## config.mk

```make
export PLATFORM = sky130hd
export DESIGN_NAME = axi_tlb_l1_mc
export DESIGN_NICKNAME = d
export VERILOG_FILES = /design/src/rtl/axi_tlb_l1_mc_pkg.sv /design/src/rtl/axi_tlb_l1_mc_chan.sv /design/src/rtl/axi_tlb_l1_mc.sv
export SDC_FILE = /design/constraint.sdc
export NUM_CORES = 2
export LEC_CHECK = 0
export ABC_CLOCK_PERIOD_IN_PS = 13240
export CAP_MARGIN = 20
export CORE_MARGIN = 8
export CORE_UTILIZATION = 63
export CTS_BUF_LIST = sky130_fd_sc_hd__clkbuf_4 sky130_fd_sc_hd__clkbuf_8 sky130_fd_sc_hd__clkbuf_16
export DETAILED_ROUTE_END_ITERATION = 12
export PLACE_DENSITY = 0.92
export SLEW_MARGIN = 20
export SYNTH_ARGS = -nofsm -noshare
export SYNTH_HDL_FRONTEND = slang
export SYNTH_HIERARCHICAL = 1
export SYNTH_SLANG_ARGS = --single-unit
```

## constraint.sdc

```tcl
create_clock -name clk_i -period 13.24 [get_ports clk_i]
set_input_delay 2.648 -clock clk_i [delete_from_list [all_inputs] [get_ports clk_i]]
set_output_delay 2.648 -clock clk_i [all_outputs]
set_load 0.05 [all_outputs]
```

## src/rtl/axi_tlb_l1_mc_pkg.sv

```systemverilog
// Shared types for the axi_tlb_l1_mc translation table.
//   flags_t        : per-entry permission/valid flags, packed MSB-first as
//                    {writable, readable, valid}
//   commit_state_e : state of the shadow-to-active commit machine
package axi_tlb_l1_mc_pkg;

    typedef struct packed {
        logic writable;
        logic readable;
        logic valid;
    } flags_t;

    localparam int FlagsW = $bits(flags_t);

    typedef enum logic {
        CMT_IDLE = 1'b0,
        CMT_PEND = 1'b1
    } commit_state_e;

endpackage

```

## src/rtl/axi_tlb_l1_mc_chan.sv

```systemverilog
// One request/result channel of axi_tlb_l1_mc.
// Looks the request address up in the flattened active table (lowest index
// wins), registers the result in a one-deep output stage and keeps a
// saturating miss counter.
// Ports:
//   clk_i, rst_i        : clock, synchronous active-high reset
//   busy_i              : commit pending, blocks new requests
//   table_i             : active table, entry e at [e*EntryW +: EntryW]
//   req_addr_i/valid_i/ready_o  : request handshake
//   res_hit_o/addr_o/valid_o/ready_i : result handshake
//   miss_clr_i          : clear miss counter (wins over increment)
//   miss_cnt_o          : saturating miss count
module axi_tlb_l1_mc_chan
    import axi_tlb_l1_mc_pkg::*;
#(
    parameter int InpAddrWidth    = 48,
    parameter int OupAddrWidth    = 48,
    parameter int PageOffsetWidth = 12,
    parameter int NumEntries      = 4,
    parameter int CntWidth        = 16,
    parameter bit IsWrite         = 1'b0,
    localparam int IpW    = InpAddrWidth - PageOffsetWidth,
    localparam int OpW    = OupAddrWidth - PageOffsetWidth,
    localparam int EntryW = 2 * IpW + OpW + FlagsW
) (
    input  logic                         clk_i,
    input  logic                         rst_i,
    input  logic                         busy_i,
    input  logic [NumEntries*EntryW-1:0] table_i,
    input  logic [InpAddrWidth-1:0]      req_addr_i,
    input  logic                         req_valid_i,
    output logic                         req_ready_o,
    output logic                         res_hit_o,
    output logic [OupAddrWidth-1:0]      res_addr_o,
    output logic                         res_valid_o,
    input  logic                         res_ready_i,
    input  logic                         miss_clr_i,
    output logic [CntWidth-1:0]          miss_cnt_o
);

    typedef struct packed {
        flags_t         flags;
        logic [OpW-1:0] base;
        logic [IpW-1:0] last;
        logic [IpW-1:0] first;
    } entry_t;

    logic [IpW-1:0]             page;
    logic [PageOffsetWidth-1:0] offset;
    logic [NumEntries-1:0]      match;
    logic [OpW-1:0]             xlat_page [NumEntries];

    assign page   = req_addr_i[InpAddrWidth-1:PageOffsetWidth];
    assign offset = req_addr_i[PageOffsetWidth-1:0];

    generate
        for (genvar gi = 0; gi < NumEntries; gi++) begin : g_entry
            entry_t ent;
            logic   perm;
            assign ent  = entry_t'(table_i[gi*EntryW +: EntryW]);
            assign perm = IsWrite ? ent.flags.writable : ent.flags.readable;
            assign match[gi] = ent.flags.valid & perm
                             & (page >= ent.first) & (page <= ent.last);
            // Modular page arithmetic: resizing both operands to OpW first
            // gives the same result as a wide sum truncated to OpW.
            assign xlat_page[gi] = OpW'(page) - OpW'(ent.first) + ent.base;
        end
    endgenerate

    // Priority select: iterate high to low so the lowest match overrides.
    logic           lk_hit;
    logic [OpW-1:0] lk_page;
    always_comb begin
        lk_hit  = 1'b0;
        lk_page = '0;
        for (int e = NumEntries - 1; e >= 0; e--) begin
            if (match[e]) begin
                lk_hit  = 1'b1;
                lk_page = xlat_page[e];
            end
        end
    end

    logic                    valid_q, valid_d;
    logic                    hit_q, hit_d;
    logic [OupAddrWidth-1:0] addr_q, addr_d;
    logic [CntWidth-1:0]     cnt_q, cnt_d;
    logic                    accept;

    assign req_ready_o = ~busy_i & (~valid_q | res_ready_i);
    assign accept      = req_valid_i & req_ready_o;

    always_comb begin
        valid_d = valid_q;
        hit_d   = hit_q;
        addr_d  = addr_q;
        if (accept) begin
            valid_d = 1'b1;
            hit_d   = lk_hit;
            addr_d  = lk_hit ? {lk_page, offset} : '0;
        end else if (res_ready_i) begin
            valid_d = 1'b0;
        end
    end

    always_comb begin
        cnt_d = cnt_q;
        if (miss_clr_i) begin
            cnt_d = '0;
        end else if (accept && !lk_hit && !(&cnt_q)) begin
            cnt_d = cnt_q + CntWidth'(1);
        end
    end

    always_ff @(posedge clk_i) begin
        if (rst_i) begin
            valid_q <= 1'b0;
            hit_q   <= 1'b0;
            addr_q  <= '0;
            cnt_q   <= '0;
        end else begin
            valid_q <= valid_d;
            hit_q   <= hit_d;
            addr_q  <= addr_d;
            cnt_q   <= cnt_d;
        end
    end

    assign res_valid_o = valid_q;
    assign res_hit_o   = hit_q;
    assign res_addr_o  = addr_q;
    assign miss_cnt_o  = cnt_q;

endmodule

```

## src/rtl/axi_tlb_l1_mc.sv

```systemverilog
// Multi-channel L1 range translation table.
// Holds a shadow table written through the cfg port and an active table used
// by all channels. A commit copies shadow to active once every channel's
// result register is empty; new requests are blocked while it is pending.
// Ports:
//   clk_i, rst_i                      : clock, synchronous active-high reset
//   req_addr_i/valid_i/ready_o        : per-channel requests (flattened)
//   res_hit_o/addr_o/valid_o/ready_i  : per-channel results (flattened)
//   cfg_we_i, cfg_idx_i, cfg_entry_i  : shadow entry write
//   cfg_commit_i, cfg_busy_o          : commit request / pending
//   miss_cnt_o, miss_clr_i            : per-channel miss counters
module axi_tlb_l1_mc
    import axi_tlb_l1_mc_pkg::*;
#(
    parameter int                  InpAddrWidth    = 48,
    parameter int                  OupAddrWidth    = 48,
    parameter int                  PageOffsetWidth = 12,
    parameter int                  NumEntries      = 4,
    parameter int                  NumChans        = 2,
    parameter logic [NumChans-1:0] ChanIsWrite     = 2'b01,
    parameter int                  CntWidth        = 16,
    localparam int IpW    = InpAddrWidth - PageOffsetWidth,
    localparam int OpW    = OupAddrWidth - PageOffsetWidth,
    localparam int IdxW   = (NumEntries > 1) ? $clog2(NumEntries) : 1,
    localparam int EntryW = 2 * IpW + OpW + FlagsW
) (
    input  logic                             clk_i,
    input  logic                             rst_i,
    input  logic [NumChans*InpAddrWidth-1:0] req_addr_i,
    input  logic [NumChans-1:0]              req_valid_i,
    output logic [NumChans-1:0]              req_ready_o,
    output logic [NumChans-1:0]              res_hit_o,
    output logic [NumChans*OupAddrWidth-1:0] res_addr_o,
    output logic [NumChans-1:0]              res_valid_o,
    input  logic [NumChans-1:0]              res_ready_i,
    input  logic                             cfg_we_i,
    input  logic [IdxW-1:0]                  cfg_idx_i,
    input  logic [EntryW-1:0]                cfg_entry_i,
    input  logic                             cfg_commit_i,
    output logic                             cfg_busy_o,
    output logic [NumChans*CntWidth-1:0]     miss_cnt_o,
    input  logic                             miss_clr_i
);

    typedef struct packed {
        flags_t         flags;
        logic [OpW-1:0] base;
        logic [IpW-1:0] last;
        logic [IpW-1:0] first;
    } entry_t;

    commit_state_e state_q, state_d;
    logic          busy;
    logic          load_active;
    logic          shadow_we;

    assign busy       = (state_q == CMT_PEND);
    assign cfg_busy_o = busy;
    // Writes during a pending commit are dropped so the committed image is
    // exactly what software had staged when it asked for the commit.
    assign shadow_we  = cfg_we_i & ~busy;

    always_comb begin
        state_d     = state_q;
        load_active = 1'b0;
        case (state_q)
            CMT_IDLE: begin
                if (cfg_commit_i) begin
                    state_d = CMT_PEND;
                end
            end
            CMT_PEND: begin
                // No request can be accepted here, so once every result has
                // drained the active table can be swapped without any
                // in-flight result mixing old and new mappings.
                if (!(|res_valid_o)) begin
                    state_d     = CMT_IDLE;
                    load_active = 1'b1;
                end
            end
            default: state_d = CMT_IDLE;
        endcase
    end

    always_ff @(posedge clk_i) begin
        if (rst_i) begin
            state_q <= CMT_IDLE;
        end else begin
            state_q <= state_d;
        end
    end

    entry_t                       shadow_q [NumEntries];
    entry_t                       active_q [NumEntries];
    logic [NumEntries*EntryW-1:0] active_flat;

    // Index decode per entry: an out-of-range index matches no entry.
    generate
        for (genvar gi = 0; gi < NumEntries; gi++) begin : g_table
            always_ff @(posedge clk_i) begin
                if (rst_i) begin
                    shadow_q[gi] <= '0;
                end else if (shadow_we && (cfg_idx_i == IdxW'(gi))) begin
                    shadow_q[gi] <= entry_t'(cfg_entry_i);
                end
            end

            always_ff @(posedge clk_i) begin
                if (rst_i) begin
                    active_q[gi] <= '0;
                end else if (load_active) begin
                    active_q[gi] <= shadow_q[gi];
                end
            end

            assign active_flat[gi*EntryW +: EntryW] = active_q[gi];
        end
    endgenerate

    generate
        for (genvar gi = 0; gi < NumChans; gi++) begin : g_chan
            axi_tlb_l1_mc_chan #(
                .InpAddrWidth   (InpAddrWidth),
                .OupAddrWidth   (OupAddrWidth),
                .PageOffsetWidth(PageOffsetWidth),
                .NumEntries     (NumEntries),
                .CntWidth       (CntWidth),
                .IsWrite        (ChanIsWrite[gi])
            ) u_chan (
                .clk_i      (clk_i),
                .rst_i      (rst_i),
                .busy_i     (busy),
                .table_i    (active_flat),
                .req_addr_i (req_addr_i[gi*InpAddrWidth +: InpAddrWidth]),
                .req_valid_i(req_valid_i[gi]),
                .req_ready_o(req_ready_o[gi]),
                .res_hit_o  (res_hit_o[gi]),
                .res_addr_o (res_addr_o[gi*OupAddrWidth +: OupAddrWidth]),
                .res_valid_o(res_valid_o[gi]),
                .res_ready_i(res_ready_i[gi]),
                .miss_clr_i (miss_clr_i),
                .miss_cnt_o (miss_cnt_o[gi*CntWidth +: CntWidth])
            );
        end
    endgenerate

endmodule

```

==> impl_metrics.csv <==
group,metric,value,unit
finish,area_delta_synth_final,11.7,%
floorplanning,chipHeight,365,um
floorplanning,io_pins,353,
critical_path,critPathLaunchType,"primary input",
cts,ctsHoldBuffers,0,
synthesis,seq_area_frac_synth,38.1,%
detailed_routing,via_per_inst,6.35,
finish,final_common_cell,"inv_1",
global_routing,track_usage,39.0,%
cts,clockBufferDepth,3,
detailed_routing,drc_errors,0,
cts,cts-buffers-inserted,108,
critical_path,worstPathCellList,"clkdlybuf4s50_1 > ha_1 > nand4_1 > nor4_1 > nand3_1 > a31oi_1 > a2111oi_0 > o2111ai_1 > or2_1 > buf_4 > nand2_1 > a221o_1 > o2111ai_1 > a21oi_1",
sta,fin_skew,0.0244,ns
critical_path,crit_path_max_incr_delay,0.97,ns
global_routing,grt_max_degree,256,
critical_path,critPathArrivalTime,9.02,ns
cts,root_buffer,"clkbuf_16",
critical_path,cp_max_fo,25,
sta,setup_viol,0,
cts,cts-htree-levels,3,
placement,dpl.cell_count,9723,
placement,dpl_worst_slack,4.69,ns
cts,clk_pin_slew,0.06,ns
global_routing,grt_pass1_vias,61200,
detailed_routing,wl,268,mm
critical_path,critPathRequiredTime,13.85,ns
sta,period_needed,8.42,ns
sta,hold_viol_final,0,
synthesis,synth_top_area_cell,"edfxtp_1",
power_and_ir_drop,p_per_area,127,nW/um^2
power_and_ir_drop,vdd_drop_max,144,uV
floorplanning,std_cell_rows,128,
detailed_routing,drtAntennaViolNets,0,
run,drv_cap,0,
placement,globalplace.congestion,1.05,
synthesis,synth_top_area_share,34.7,%
finish,mostFrequentLayoutCells,"inv_1 (1,547), edfxtp_1 (888), ha_1 (866)",
critical_path,cpMostUsedCell,"o2111ai_1",
floorplanning,design.core.area,121000,um^2
synthesis,synthTopCellsByArea,"edfxtp_1 (35%), ha_1 (14%), inv_1 (7.6%)",
detailed_routing,vias,63200,
cts,cts_tree,"built",
min_path,worstHoldPathType,"reg2reg",
detailed_routing,first_iter_violations,9232,
cts,cts-resized-gates,0,
power_and_ir_drop,leakage,39.6,nW
synthesis,syn_area_per_cell,9.71,um^2
critical_path,critPathKind,"in2reg",
finish,drive_gt1_share,3.81,%
sta,slew_violations,0,
sta,timing.setup.tns,0,ns
cts,clk_latency,0.74,ns
detailed_routing,wl_per_cell,27.0,um
sta,rsz0062_at_grt,"false",
synthesis,syn_area,76900,um^2
sta,fin_ws,4.82,ns
detailed_routing,dr.pass1.iters,6,
cts,cts.sinks,1021,
sta,whs,0.454,ns
synthesis,syn_inst,7917,
finish,fin_nets,9572,
synthesis,synth_edf_count,888,
sta,timing.fmax,0.119,GHz
global_routing,grt_overflow,0,
global_routing,antenna_found_initial,31,
synthesis,syn_nets,9281,
sta,worst_pin_slew,1.23,ns
sta,maxSlewHeadroom,17.2,%
synthesis,async_reset_ff_share,0,%
floorplanning,initial_core_util,63.3,%
outcome,status,"finished clean",
global_routing,grt_pass1_wl,383,mm
placement,dp_hpwl,209,mm
sta,fin_crit_sh,63.6,%
power_and_ir_drop,finalPower,10.9,mW
synthesis,synth_seq_cells,1021,
synthesis,synthFlopType,"edfxtp_1",
critical_path,endpoint_kind,"register",
synthesis,yosysWarnings,6,
floorplanning,dieWidth,365,um
placement,placement.io_buffers,352,
critical_path,critPathSlowestCell,"nor4_1",
cts,cts_setup_buffers,0,
floorplanning,die-area,133000,um^2
finish,layout.cells.non_filler,9944,
synthesis,yosysUniqueCellTypes,103,
-- flip-flops by register name (all words and copies together), names as in the netlist --
| signal | cells |
|---|---|
| shadow_q | 444 |
| g_chan.u_chan/miss_cnt_o | 32 |
| active_q | 444 |
| g_chan.u_chan/res_valid_o | 2 |
| cfg_busy_o | 1 |
| g_chan.u_chan/res_addr_o | 96 |
| g_chan.u_chan/res_hit_o | 2 |
-- metrics by stage --
| step | utilization [%] | instance area (um^2) |
|---|---|---|
| 2_1_floorplan | - | 76900 |
| 3_3_place_gp | 67.6 | 82100 |
| 3_5_place_dp | 67.7 | 82100 |
| 4_1_cts | 70.7 | 85800 |
| 5_1_grt | 70.7 | 85900 |
| 6_report | 70.7 | 85900 |
-- layout make-up --
| type | count | area (um^2) |
|---|---|---|
| clock buffers | 124 | 2840 |
| repair buffers | 416 | 4080 |
| diodes | 19 | 47.5 |
| clock inverters | 78 | 842 |
| fillers | 8985 | 35500 |
| well taps | 1625 | 2030 |
| multi-input cells | 5114 | 40900 |
| inverters | 1547 | 5810 |
| flip-flops and latches | 1021 | 29300 |
-- synth_stat cells (59+ instances only) --
| cell | instances |
|---|---|
| a211oi_1 | 59 |
| a21o_1 | 239 |
| a21oi_1 | 487 |
| and2_1 | 465 |
| and3_1 | 489 |
| clkbuf_1 | 165 |
| dfxtp_1 | 133 |
| edfxtp_1 | 888 |
| fa_1 | 280 |
| ha_1 | 866 |
| inv_1 | 1547 |
| nand2_1 | 329 |
| nand3_1 | 111 |
| nand4_1 | 121 |
| nor2_1 | 318 |
| nor3_1 | 67 |
| o21ai_0 | 254 |
| xnor2_1 | 176 |
| xor2_1 | 92 |
-- power by group --
part	switching [mW]	internal [mW]
Sequential	0.222	3.71
Clock	1.38	1.79
Combinational	2.38	1.45
Total	3.98	6.95
-- logic make-up after synthesis --
group,count (synthesis),synth area share [%]
xor+xnor,268,3.05
buf+inv,1782,8.84
flops,1021,38.1
compound gates,1582,13.5
fa+ha+maj,1146,21.4
mux,12,0.156
simple gates,2106,15.0
-- routing by layer --
metal	vias up	part of all wire, %	global-route usage [%]
met5	-	0.023	0
met4	10	6.1	20.8
met3	753	14	12.0
met2	4322	42	57.4
met1	30200	38	51.7
li1	27900	-	-
-- final timing paths --
| check | startpoint | end | slack (ns) | cells past startpoint |
|---|---|---|---|---|
| max | req_addr_i[86] | g_chan[1].u_chan/res_addr_o[30] | 4.82 | 14 |
| min | g_chan[1].u_chan/res_addr_o[17] | g_chan[1].u_chan/res_addr_o[17] | 0.45 | 2 |
| max reg2reg | active_q[0][61] | g_chan[1].u_chan/res_addr_o[30] | 7.31 | 14 |
| min reg2reg | g_chan[1].u_chan/res_addr_o[17] | g_chan[1].u_chan/res_addr_o[17] | 0.45 | 2 |
-- critical path, delay by kind of cell --
| kind | cells | cell delay [ns] |
|---|---|---|
| AO/OA/AOI/OAI | 6 | 2.34 |
| adder cells (fa/ha/maj) | 1 | 0.50 |
| AND/OR/NAND/NOR | 5 | 2.34 |
| buffers and inverters | 2 | 1.16 |
(Power assumes the default switching activity.)
